--- src/rtl/mult_sched_pkg.sv ---
// rtl/mult_sched_pkg.sv - shared state encoding, defaults and round-robin search for mult_rr_sched
package mult_sched_pkg;

   localparam int DEF_NREQ  = 4;
   localparam int DEF_WIDTH = 4;

   typedef enum logic [1:0] {
      IDLE = 2'd0,
      MUL  = 2'd1,
      DONE = 2'd2
   } state_t;

   // Returns {found, id}: first set bit of req at ptr, ptr+1, ... modulo n (n <= 8).
   // Scanning from the far end lets the nearest hit overwrite earlier ones.
   function automatic logic [3:0] rr_pick(input logic [7:0] req, input logic [2:0] ptr, input int n);
      logic [3:0] r;
      logic [2:0] idx;
      r = '0;
      for (int k = 7; k >= 0; k--) begin
         idx = 3'((int'(ptr) + k) % n);
         if (k < n && req[idx]) r = {1'b1, idx};
      end
      return r;
   endfunction

endpackage

--- src/rtl/mult_rr_sched_rr_arbiter.sv ---
// rtl/mult_rr_sched_rr_arbiter.sv - combinational round-robin grant from request vector and pointer
module rr_arbiter
   import mult_sched_pkg::*;
#(
   parameter  int NREQ = DEF_NREQ,
   localparam int IDW  = $clog2(NREQ)
) (
   input  logic [NREQ-1:0] req,
   input  logic [IDW-1:0]  ptr,
   output logic [NREQ-1:0] grant,
   output logic [IDW-1:0]  id,
   output logic            any
);

   logic [3:0] pick;

   always_comb begin
      pick  = rr_pick(8'(req), 3'(ptr), NREQ);
      any   = pick[3];
      id    = pick[IDW-1:0];
      grant = '0;
      if (pick[3]) grant[id] = 1'b1;
   end

endmodule

--- src/rtl/mult_rr_sched.sv ---
// rtl/mult_rr_sched.sv - round-robin shared shift-add multiplier; MULT_ZERO_SKIP_EN short-cuts zero operands
module mult_rr_sched
   import mult_sched_pkg::*;
#(
   parameter  int NREQ  = DEF_NREQ,
   parameter  int WIDTH = DEF_WIDTH,
   localparam int IDW   = $clog2(NREQ)
) (
   input  logic                  clk,
   input  logic                  rst,
   input  logic [NREQ-1:0]       req_valid,
   output logic [NREQ-1:0]       req_ready,
   input  logic [NREQ*WIDTH-1:0] req_a,
   input  logic [NREQ*WIDTH-1:0] req_b,
   output logic                  rsp_valid,
   input  logic                  rsp_ready,
   output logic [2*WIDTH-1:0]    rsp_product,
   output logic [IDW-1:0]        rsp_id,
   output logic                  busy
);

   localparam int CW = (WIDTH > 1) ? $clog2(WIDTH) : 1;

   state_t               state;
   logic [IDW-1:0]       ptr;
   logic [2*WIDTH-1:0]   acc;
   logic [CW-1:0]        cnt;
   logic [WIDTH-1:0]     a_q, b_q;
   logic [IDW-1:0]       id_q;

   logic [NREQ-1:0]      grant;
   logic [IDW-1:0]       gid;
   logic                 any;
   logic [WIDTH-1:0]     a_sel, b_sel;
   logic [2*WIDTH-1:0]   pp;
   logic [IDW-1:0]       ptr_next;

   rr_arbiter #(.NREQ(NREQ)) u_arb (
      .req   (req_valid),
      .ptr   (ptr),
      .grant (grant),
      .id    (gid),
      .any   (any)
   );

   assign req_ready = (state == IDLE) ? grant : '0;
   assign a_sel     = req_a[gid*WIDTH +: WIDTH];
   assign b_sel     = req_b[gid*WIDTH +: WIDTH];
   assign ptr_next  = (gid == IDW'(NREQ-1)) ? '0 : gid + 1'b1;
   assign pp        = {{WIDTH{1'b0}}, a_q & {WIDTH{b_q[cnt]}}} << cnt;

   always_ff @(posedge clk) begin
      if (rst) begin
         state       <= IDLE;
         ptr         <= '0;
         acc         <= '0;
         cnt         <= '0;
         a_q         <= '0;
         b_q         <= '0;
         id_q        <= '0;
         rsp_valid   <= 1'b0;
         rsp_product <= '0;
         rsp_id      <= '0;
         busy        <= 1'b0;
      end else begin
         case (state)
            IDLE: begin
               if (any) begin
                  a_q  <= a_sel;
                  b_q  <= b_sel;
                  id_q <= gid;
                  acc  <= '0;
                  cnt  <= '0;
                  ptr  <= ptr_next;
                  busy <= 1'b1;
`ifdef MULT_ZERO_SKIP_EN
                  // Zero operand: product is known, rsp_valid rises on the following edge.
                  if (a_sel == '0 || b_sel == '0) begin
                     state       <= DONE;
                     rsp_product <= '0;
                     rsp_id      <= gid;
                  end else begin
                     state <= MUL;
                  end
`else
                  state <= MUL;
`endif
               end
            end
            MUL: begin
               acc <= acc + pp;
               cnt <= cnt + 1'b1;
               if (cnt == CW'(WIDTH-1)) begin
                  state       <= DONE;
                  rsp_valid   <= 1'b1;
                  rsp_product <= acc + pp;
                  rsp_id      <= id_q;
               end
            end
            DONE: begin
               if (!rsp_valid) begin
                  rsp_valid <= 1'b1;
               end else if (rsp_ready) begin
                  rsp_valid <= 1'b0;
                  busy      <= 1'b0;
                  state     <= IDLE;
               end
            end
            default: state <= IDLE;
         endcase
      end
   end

endmodule

--- config.mk ---
export PLATFORM = sky130hd
export DESIGN_NAME = mult_rr_sched
export DESIGN_NICKNAME = d
export VERILOG_FILES = /design/src/rtl/mult_sched_pkg.sv /design/src/rtl/mult_rr_sched_rr_arbiter.sv /design/src/rtl/mult_rr_sched.sv
export SDC_FILE = /design/constraint.sdc
export NUM_CORES = 1
export LEC_CHECK = 0
export CELL_PAD_IN_SITES_DETAIL_PLACEMENT = 0
export CELL_PAD_IN_SITES_GLOBAL_PLACEMENT = 1
export CORE_MARGIN = 10
export CORE_UTILIZATION = 33
export DETAILED_ROUTE_END_ITERATION = 12
export PLACE_DENSITY = 0.73
export SLEW_MARGIN = 0
export SYNTH_ARGS = -nofsm -noshare
export SYNTH_HDL_FRONTEND = slang
export SYNTH_SLANG_ARGS = --single-unit
--- constraint.sdc ---
create_clock -name clk -period 2.8 [get_ports clk]
set_input_delay 0.56 -clock clk [delete_from_list [all_inputs] [get_ports clk]]
set_output_delay 0.56 -clock clk [all_outputs]
set_load 0.02 [all_outputs]
# Word level (Yosys, flattened, before mapping)
# Cells that the tools add are included.
# word_totals
ff_bits	36
input_bits	39
output_inout_bits	16
word_cells	89
# op_classes
n_addsub	6
magnitude_cmp	7
eq_ne	8
n_shift	3
muxes	36
bitwise_logic	4
reduce_logical	14
# ops
cell	n
$shiftx A16 B5 Y4	2
$mux W4	6
$pmux W8 S2	1
$lt A3 B4 Y1 const B	3
$mux W1	12
$mux W2	6
$bmux W1 S3	3
$add A8 B8 Y8	1
$mux W8	1
$reduce_and A2 Y1	4
$reduce_and A4 Y1	2
$shl A4 B2 Y8	1
$add A2 B1 Y2 const B	3
$eq A2 B2 Y1 const B	3
$lt A2 B3 Y1 const B	2
$ne A2 B2 Y1 const B	3
$pmux W2 S3	1
$reduce_bool A2 Y1	3
$reduce_or A2 Y1	3
$add A2 B2 Y2 const B	2
$and A4 B4 Y4	1
$bmux W1 S2	2
$lt A2 B4 Y1 const B	1
$pmux W1 S2	2
other kinds (8)	10

# Logic depth before layout (Yosys ltp)
# Gate-level depths: netlist (run 1).
# depth
ltp_word	15
depth_mapped	11
depth_no_buf	10

# Cells and area by module
# A second synthesis (run 1) with hierarchy kept.
# unflattened
cells_unflattened	278
hier_area_um2	2366.0
# modules_own_cells
mod	instances	cells_per_inst	area_per_inst_um2
mult_rr_sched	1	245	2154.6
rr_arbiter	1	33	211.5

# Least setup slack after synthesis (run 1)
# No wires, ideal clock.
# synth_path
kind	flip-flop to flip-flop
from	register cnt[1]
to	register acc[6]
setup_ns	0.087
arrival_time_ns	2.572
path_slack_ns	0.141
path_stages_with_launch	10
path_buffers	1
synth_period_minus_slack_ns	2.659
cell_sequence	dfxtp_1 > clkbuf_1 > mux4_2 > and2_1 > ha_1 > nor2b_1 > o31a_1 > or4b_1 > o311a_1 > o31ai_1
# synth_via
elab_chain_cells	6
# synth_lines
item	line_no	source
start: declaration	mult_rr_sched.sv:27	logic [CW-1:0] cnt;
start signal: assignment	mult_rr_sched.sv:92	cnt <= cnt + 1'b1;
$bmux W1 S2	mult_rr_sched.sv:50	assign pp = {{WIDTH{1'b0}}, a_q & {WIDTH{b_q[cnt]}}} << cnt;
$mux W1 (not written as such)	mult_rr_sched.sv:50	
$and A4 B4 Y4	mult_rr_sched.sv:50	
$shl A4 B2 Y8 *	mult_rr_sched.sv:50	
$add A8 B8 Y8 *	mult_rr_sched.sv:91	acc <= acc + pp;
$pmux W8 S2 *	mult_rr_sched.sv:66	case (state)
end signal: assignment	mult_rr_sched.sv:91	
end: declaration	mult_rr_sched.sv:26	logic [2*WIDTH-1:0] acc;
# Mark *: on every way between the ends. The rest lies on a longest branch, timed or not. The select of a mux whose other input is x is not followed.
# A chain may end at the register's enable or synchronous reset.

# Final worst setup path (run 1)
# layout_path
from	input req_valid[2]
to	output req_ready[3]
# layout_via
elab_chain_cells	12
elab_cells_between_ends	19
# layout_lines
item	line_no	source
start: declaration	mult_rr_sched.sv:11	input logic [NREQ-1:0] req_valid,
$bmux W1 S3	mult_sched_pkg.sv:21	if (k < n && req[idx]) r = {1'b1, idx};
$mux W1 (not written as such)	mult_sched_pkg.sv:21	
$mux W4 (3 in series)	mult_sched_pkg.sv:21	
$mux W4 *	mult_sched_pkg.sv:21	
named net gid[0]	mult_rr_sched.sv:32	logic [IDW-1:0] gid;
$lt A2 B3 Y1 (not written as such) or $ge A2 B1 Y1 (tied branches)	mult_rr_sched_rr_arbiter.sv:22	if (pick[3]) grant[id] = 1'b1;
$logic_and A1 B1 Y1 (not written as such)	mult_rr_sched_rr_arbiter.sv:22	
$mux W1 (not written as such)	mult_rr_sched_rr_arbiter.sv:22	
$demux W1 S2 *	-	
$mux W4 *	mult_rr_sched_rr_arbiter.sv:22	
$mux W4 *	mult_rr_sched.sv:46	assign req_ready = (state == IDLE) ? grant : '0;
end: declaration	mult_rr_sched.sv:12	output logic [NREQ-1:0] req_ready,
# Mark *: on every way through the listed nets, which the timed path passes. The rest lies on a longest branch. The select of a mux whose other input is x is not followed.

==> impl_metrics.json, run 1 <==
{
  "crit_chain": "clkdlybuf4s50_1, or3b_4, o221ai_4, inv_2, ha_1, and2_1, buf_2",
  "grt_pass1_wl_um": 10000,
  "ios": 55,
  "tightestPinTransition_ns": 0.540,
  "yosysSeqAreaShare_pct": 32.4,
  "ys_types": 47,
  "h-tree-depth": 2,
  "crit_fanout": 5,
  "port_buffers": 54,
  "fmax_mhz": 375,
  "grt_overflow": 0,
  "nNetsFinal": 367,
  "power.switching_uw": 401,
  "core_mm2": 0.00646,
  "placedCellCount": 384,
  "pwr-share-clk_pct": 35.1,
  "dp_hpwl_um": 4450,
  "worstHoldPathType": "reg -> reg",
  "wl_um": 5840,
  "critPathKind": "in -> out",
  "reg2reg_from": "cnt[0]",
  "stdcell_area_mm2": 0.00305,
  "grt_use_total_pct": 11.8,
  "max_slew_margin_pct": 64.0,
  "drt_pass1_iterations": 4,
  "die_h_um": 102,
  "cts_tree": "built",
  "rr_endpoint": "acc[6]",
  "clkLatencyLatePin_ns": 0.29,
  "cts_setup_buffers": 0,
  "comb_power_share_pct": 24.8,
  "yosys_register_bits": 36,
  "first_global_vias": 2034,
  "fill_cells": 648,
  "regArea_um2": 723,
  "synthFlopType": "dfxtp_1",
  "setup_viol": 0,
  "worstRegToRegCells": 8,
  "seqPwrFrac_pct": 40.1,
  "synth_edf_count": 0,
  "slowest_stage": "clkdlybuf4s50_1",
  "async_reset_ff_share_pct": 0,
  "dr_wl_met3_um": 255,
  "endpoint_kind": "output pin",
  "die_area_mm2": 0.0104,
  "post-route-period-util_pct": 95.3,
  "clock_sinks": 36,
  "path_clk_slew_ns": 0.07,
  "drive_above_1_share_pct": 15.9,
  "mostFrequentLayoutCells": "clkdlybuf4s50_1, dfxtp_1, nand2_1, a21oi_1, mux2i_1",
  "tns_ns": 0,
  "slowest_delay_ns": 0.48,
  "multi_input_comb_area_mm2": 0.00144,
  "p_int_mw": 1.04,
  "synthesis.area_mm2": 0.00222,
  "fin_ws_ns": 0.132,
  "skew_ns": 0.00304,
  "clockBufferDepth": 2,
  "finalMaxSlewViolations": 0,
  "final_common_cell": "clkdlybuf4s50_1",
  "drt_iter0_markers": 99,
  "postCtsResizedCells": 16,
  "arrival_ns": 2.11,
  "hold_violations": 0,
  "num_vias": 1994,
  "peakVddDrop_uv": 285,
  "power_density_mw_per_mm2": 474,
  "routed.top_layer": "met4",
  "initial_core_util_pct": 34.4,
  "min_period_ns": 2.67,
  "cp-start-kind": "input port",
  "hold_buffers": 0,
  "syn_nets": 307,
  "met2_length_um": 2910,
  "grt_antenna_before_repair": 0,
  "grt_max_degree": 39,
  "stdcell_count": 392,
  "viasPerCell": 5.09,
  "rrSetupSlack_ns": 0.13,
  "status": "complete, no violations",
  "num_rows": 29,
  "area_growth_pct": 37.0,
  "wl_per_cell_um": 14.9,
  "preCtsSetupSlack_ns": -0.383,
  "syn-instance-count": 254,
  "cap_violations": 0,
  "place_area_mm2": 0.00290,
  "route.detailed.drc": 0,
  "ys_warn_count": 0,
  "cp.required_ns": 2.24,
  "die_w_um": 102,
  "avgSynthCellArea_um2": 8.76,
  "switching_share_pct": 27.8,
  "power.leakage_nw": 1.20,
  "antennaDiodeCount": 0,
  "root_buffer": "clkbuf_8",
  "place_congestion": 0.818,
  "startpoint": "req_valid[2]",
  "endpoint": "req_ready[3]",
  "ant_nets": 0,
  "cts_buffers": 5,
  "drt-met1-wl_um": 2620
}
## state kept, by name, summed over array words and instances (netlist names), 2 cells and up
| signal | cells |
|---|---|
| acc | 8 |
| rsp_product | 8 |
| a_q | 4 |
| b_q | 4 |
| cnt | 2 |
| id_q | 2 |
| ptr | 2 |
| rsp_id | 2 |
| state | 2 |
## per-stage QoR
step | hold WS [ns] | utilization (%) | total power, mW
global placement | 0.448 | 45.0 | 0.942
CTS | 0.460 | 47.0 | 1.46
floorplan | 0.432 | - | 0.801
global route | 0.485 | 47.2 | 1.53
detailed placement | 0.447 | 45.0 | 0.946
finish | 0.456 | 47.2 | 1.44
## kinds of logic (layout without fill, tap and decap cells)
family / count (synthesis) / after routing / synth area share, %
adders and majority gates: 14 / 14 / 8.21
and+or+nand+nor: 91 / 91 / 21.2
xor gates and xnor gates: 4 / 4 / 1.58
muxes: 24 / 24 / 11.5
DFF: 36 / 36 / 32.4
AOI/OAI and AO/OA: 61 / 61 / 20.2
buffers and inverters: 24 / 85 / 4.95
## power by group through the flow
stage | clock [mW] | sequential [mW] | combinational, mW
after floorplan | 0 | 0.577 | 0.224
after global placement | 0 | 0.587 | 0.355
after detailed placement | 0 | 0.587 | 0.358
after CTS | 0.522 | 0.577 | 0.361
after global routing | 0.546 | 0.584 | 0.399
final | 0.507 | 0.579 | 0.359
## worst min-delay path by stage
stage | start | to | slack (ns) | cells after the start
floorplan | id_q[1] | rsp_id[1] | 0.43 | 2
global placement | rsp_id[0] | rsp_id[0] | 0.45 | 2
detailed placement | id_q[1] | rsp_id[1] | 0.45 | 2
CTS | id_q[1] | rsp_id[1] | 0.46 | 2
global route | id_q[1] | rsp_id[1] | 0.48 | 2
finish | rsp_product[0] | rsp_product[0] | 0.46 | 2
## critical path, delay by kind of cell
family,cells,cell delay (ns)
buffers and inverters,3,0.70
AO/OA/AOI/OAI,1,0.10
AND/OR/NAND/NOR,2,0.54
adder cells (fa/ha/maj),1,0.21
## synthesized netlist by cell type, types with 2 or more instances
cell type  count  area (µm²)
a211oi_1       4        30.0
a21oi_1       24         120
a31oi_1        2        12.5
and2_1         7        43.8
buf_2          4        20.0
buf_6          2        22.5
clkbuf_1      10        37.5
dfxtp_1       36         721
ha_1          13         163
inv_1          6        22.5
mux2_2         2        22.5
mux2i_1       21         210
nand2_1       31         116
nand2b_1       4        25.0
nand3_1        9        45.0
nand3b_1      12        90.1
nor2_1        13        48.8
nor2b_1        3        18.8
nor3_1         2        10.0
o211ai_1       2        15.0
o21a_1         2        15.0
o21ai_0        8        40.0
o221ai_2       8         120
or3_1          4        25.0
xnor2_1        3        26.3
## final cells by class
cell class | instances | area share (%)
Timing Repair Buffer | 70 | 20.9
Sequential cell | 36 | 23.7
Inverter | 7 | 0.862
Clock buffer | 7 | 3.16
Tap cell | 77 | 3.16
Clock inverter | 1 | 0.986
Multi-Input combinational cell | 194 | 47.1
## layer usage
metal / GRT usage (%) / up-vias
met1: 14.3 / 922
li1: - / 1034
met4: 3.58 / 0
met5: 0 / -
met2: 20.3 / 30
met3: 2.83 / 8
Note: power is estimated with default switching activity, not from simulation.
==> run 2: changes to the inputs <==
Settings changed: CORE_UTILIZATION 33 to 39, GPL_TIMING_DRIVEN from default to 0, PLACE_DENSITY 0.73 to 0.81.
Clock period 2.8 ns to 3.4 ns, I/O delays scaled along.
==> impl_metrics.json, run 2 (synthesis results as in run 1) <==
{
  "status": "complete, no violations",
  "max_slew_margin_pct": 63.7,
  "grt_use_total_pct": 13.5,
  "grt_antenna_before_repair": 0,
  "hold_violations": 0,
  "grt_overflow": 0,
  "area_growth_pct": 34.5,
  "cap_violations": 0,
  "drt_pass1_iterations": 4,
  "clockBufferDepth": 2,
  "reg2reg_from": "cnt[1]",
  "fmax_mhz": 304,
  "mostFrequentLayoutCells": "clkdlybuf4s50_1, dfxtp_1, nand2_1, a21oi_1, mux2i_1",
  "arrival_ns": 2.61,
  "drt_iter0_markers": 90,
  "post-route-period-util_pct": 96.8,
  "crit_fanout": 5,
  "dp_hpwl_um": 4550,
  "tightestPinTransition_ns": 0.544,
  "rrSetupSlack_ns": 0.45,
  "endpoint": "req_ready[3]",
  "route.detailed.drc": 0,
  "drive_above_1_share_pct": 10.0,
  "comb_power_share_pct": 25.5,
  "cp.required_ns": 2.72,
  "pwr-share-clk_pct": 33.3,
  "reg.largest.list": "acc (8), rsp_product (8)",
  "worstHoldPathType": "reg -> reg",
  "wl_um": 5950,
  "die_w_um": 95.5,
  "startpoint": "req_valid[1]",
  "place_congestion": 0.783,
  "port_buffers": 54,
  "power.switching_uw": 333,
  "final_common_cell": "clkdlybuf4s50_1",
  "finalMaxSlewViolations": 0,
  "cts_tree": "built",
  "die_h_um": 95.5,
  "num_rows": 27,
  "switching_share_pct": 29.0,
  "clock_sinks": 36,
  "endpoint_kind": "output pin",
  "cp-start-kind": "input port",
  "num_vias": 2052,
  "setup_viol": 0,
  "stdcell_count": 392,
  "h-tree-depth": 2,
  "min_period_ns": 3.29,
  "ios": 55,
  "path_clk_slew_ns": 0.08,
  "cts_buffers": 5,
  "clkLatencyLatePin_ns": 0.30,
  "worstRegToRegCells": 9,
  "grt_pass1_wl_um": 10000,
  "fill_cells": 532,
  "nNetsFinal": 372,
  "peakVddDrop_uv": 219,
  "core_mm2": 0.00551,
  "power_mw": 1.15,
  "first_global_vias": 2048,
  "rr_endpoint": "acc[6]",
  "critPathKind": "in -> out",
  "antennaDiodeCount": 0,
  "root_buffer": "clkbuf_8",
  "grt_max_degree": 12,
  "power.leakage_nw": 1.19,
  "power_density_mw_per_mm2": 383,
  "wl_per_cell_um": 15.2,
  "seqPwrFrac_pct": 41.2,
  "die_area_mm2": 0.00913,
  "skew_ns": 0.00431,
  "hold_path.startpoint": "rsp_product[5]",
  "placedCellCount": 380,
  "viasPerCell": 5.23,
  "initial_core_util_pct": 40.4,
  "ant_nets": 0,
  "p_int_uw": 814
}
==> run 2: cell types whose count changed in the layout (fill, tap and decap cells not counted), moves of 2 or more <==
| cell | before | now |
|---|---|---|
| dfxtp_1 | 34 | 36 |
| buf_6 | 0 | 2 |
| clkbuf_1 | 0 | 11 |
| buf_4 | 16 | 5 |
| clkbuf_2 | 2 | 0 |
| clkbuf_8 | 7 | 5 |
| dfxtp_2 | 2 | 0 |
| dlygate4sd2_1 | 2 | 4 |
==> run 2: power by group through the flow <==
stage | registers, mW | clock network (mW) | logic, mW
finish | 0.473 | 0.382 | 0.292
global route | 0.476 | 0.403 | 0.325
CTS | 0.472 | 0.390 | 0.290
detailed placement | 0.482 | 0 | 0.286
global placement | 0.481 | 0 | 0.284
floorplan | 0.476 | 0 | 0.184
==> run 2: critical path, cell delays in order <==
cell and delay, ns:
clkdlybuf4s50_1 0.49, or3b_2 0.47, o221ai_1 0.11, buf_4 0.18, inv_1 0.05, ha_1 0.18
and2_1 0.13, dlygate4sd2_1 0.31
==> run 2: layout make-up <==
type / instances / area, µm² / area share (%)
Buffer: 17 / 86.3 / 2.88
Clock buffer: 6 / 72.6 / 2.42
Clock inverter: 2 / 35.0 / 1.17
Inverter: 7 / 26.3 / 0.878
Multi-Input combinational cell: 194 / 1390 / 46.6
Sequential cell: 36 / 721 / 24.1
Tap cell: 72 / 90.1 / 3.01
Timing Repair Buffer: 58 / 568 / 19.0
==> run 2: worst min-delay path by stage <==
stage	to	slack (ns)	depth (start not counted)
final	rsp_product[5]	0.46	2
after global routing	rsp_id[0]	0.48	2
after CTS	rsp_product[5]	0.46	2
after detailed placement	rsp_product[5]	0.45	2
after global placement	rsp_product[5]	0.45	2
after floorplan	rsp_id[1]	0.43	2
==> run 2: metrics by stage <==
step | setup TNS, ns | cell area (µm²) | setup slack (ns) | hold slack [ns] | utilization (%)
after global routing | -0.00134 | 2990 | -0.00134 | 0.482 | 54.4
after detailed placement | -1.21 | 2860 | -0.343 | 0.451 | 51.9
after CTS | 0 | 2980 | 0.106 | 0.462 | 54.0
after global placement | -1.24 | 2860 | -0.351 | 0.446 | 51.9
final | 0 | 2990 | 0.110 | 0.455 | 54.4
after floorplan | 0 | 2220 | 0.741 | 0.432 | -
==> run 2: repair_timing <==
action | CTS | global route
setup endpoints to repair | 4 | 1
cloned | 0 | 0
hold buffers | 0 | 0
resized for setup | 5 | 1
setup buffers | 2 | 2
==> run 2: layer usage <==
metal / share of wire, % / up-vias / global-route usage [%] / routed length, µm
met5: 0 / - / 0 / 0
met4: 0.71 / 0 / 2.21 / 42
met3: 5.3 / 5 / 3.93 / 313
met2: 48 / 39 / 22.7 / 2860
met1: 46 / 961 / 17.0 / 2730
li1: - / 1047 / - / -
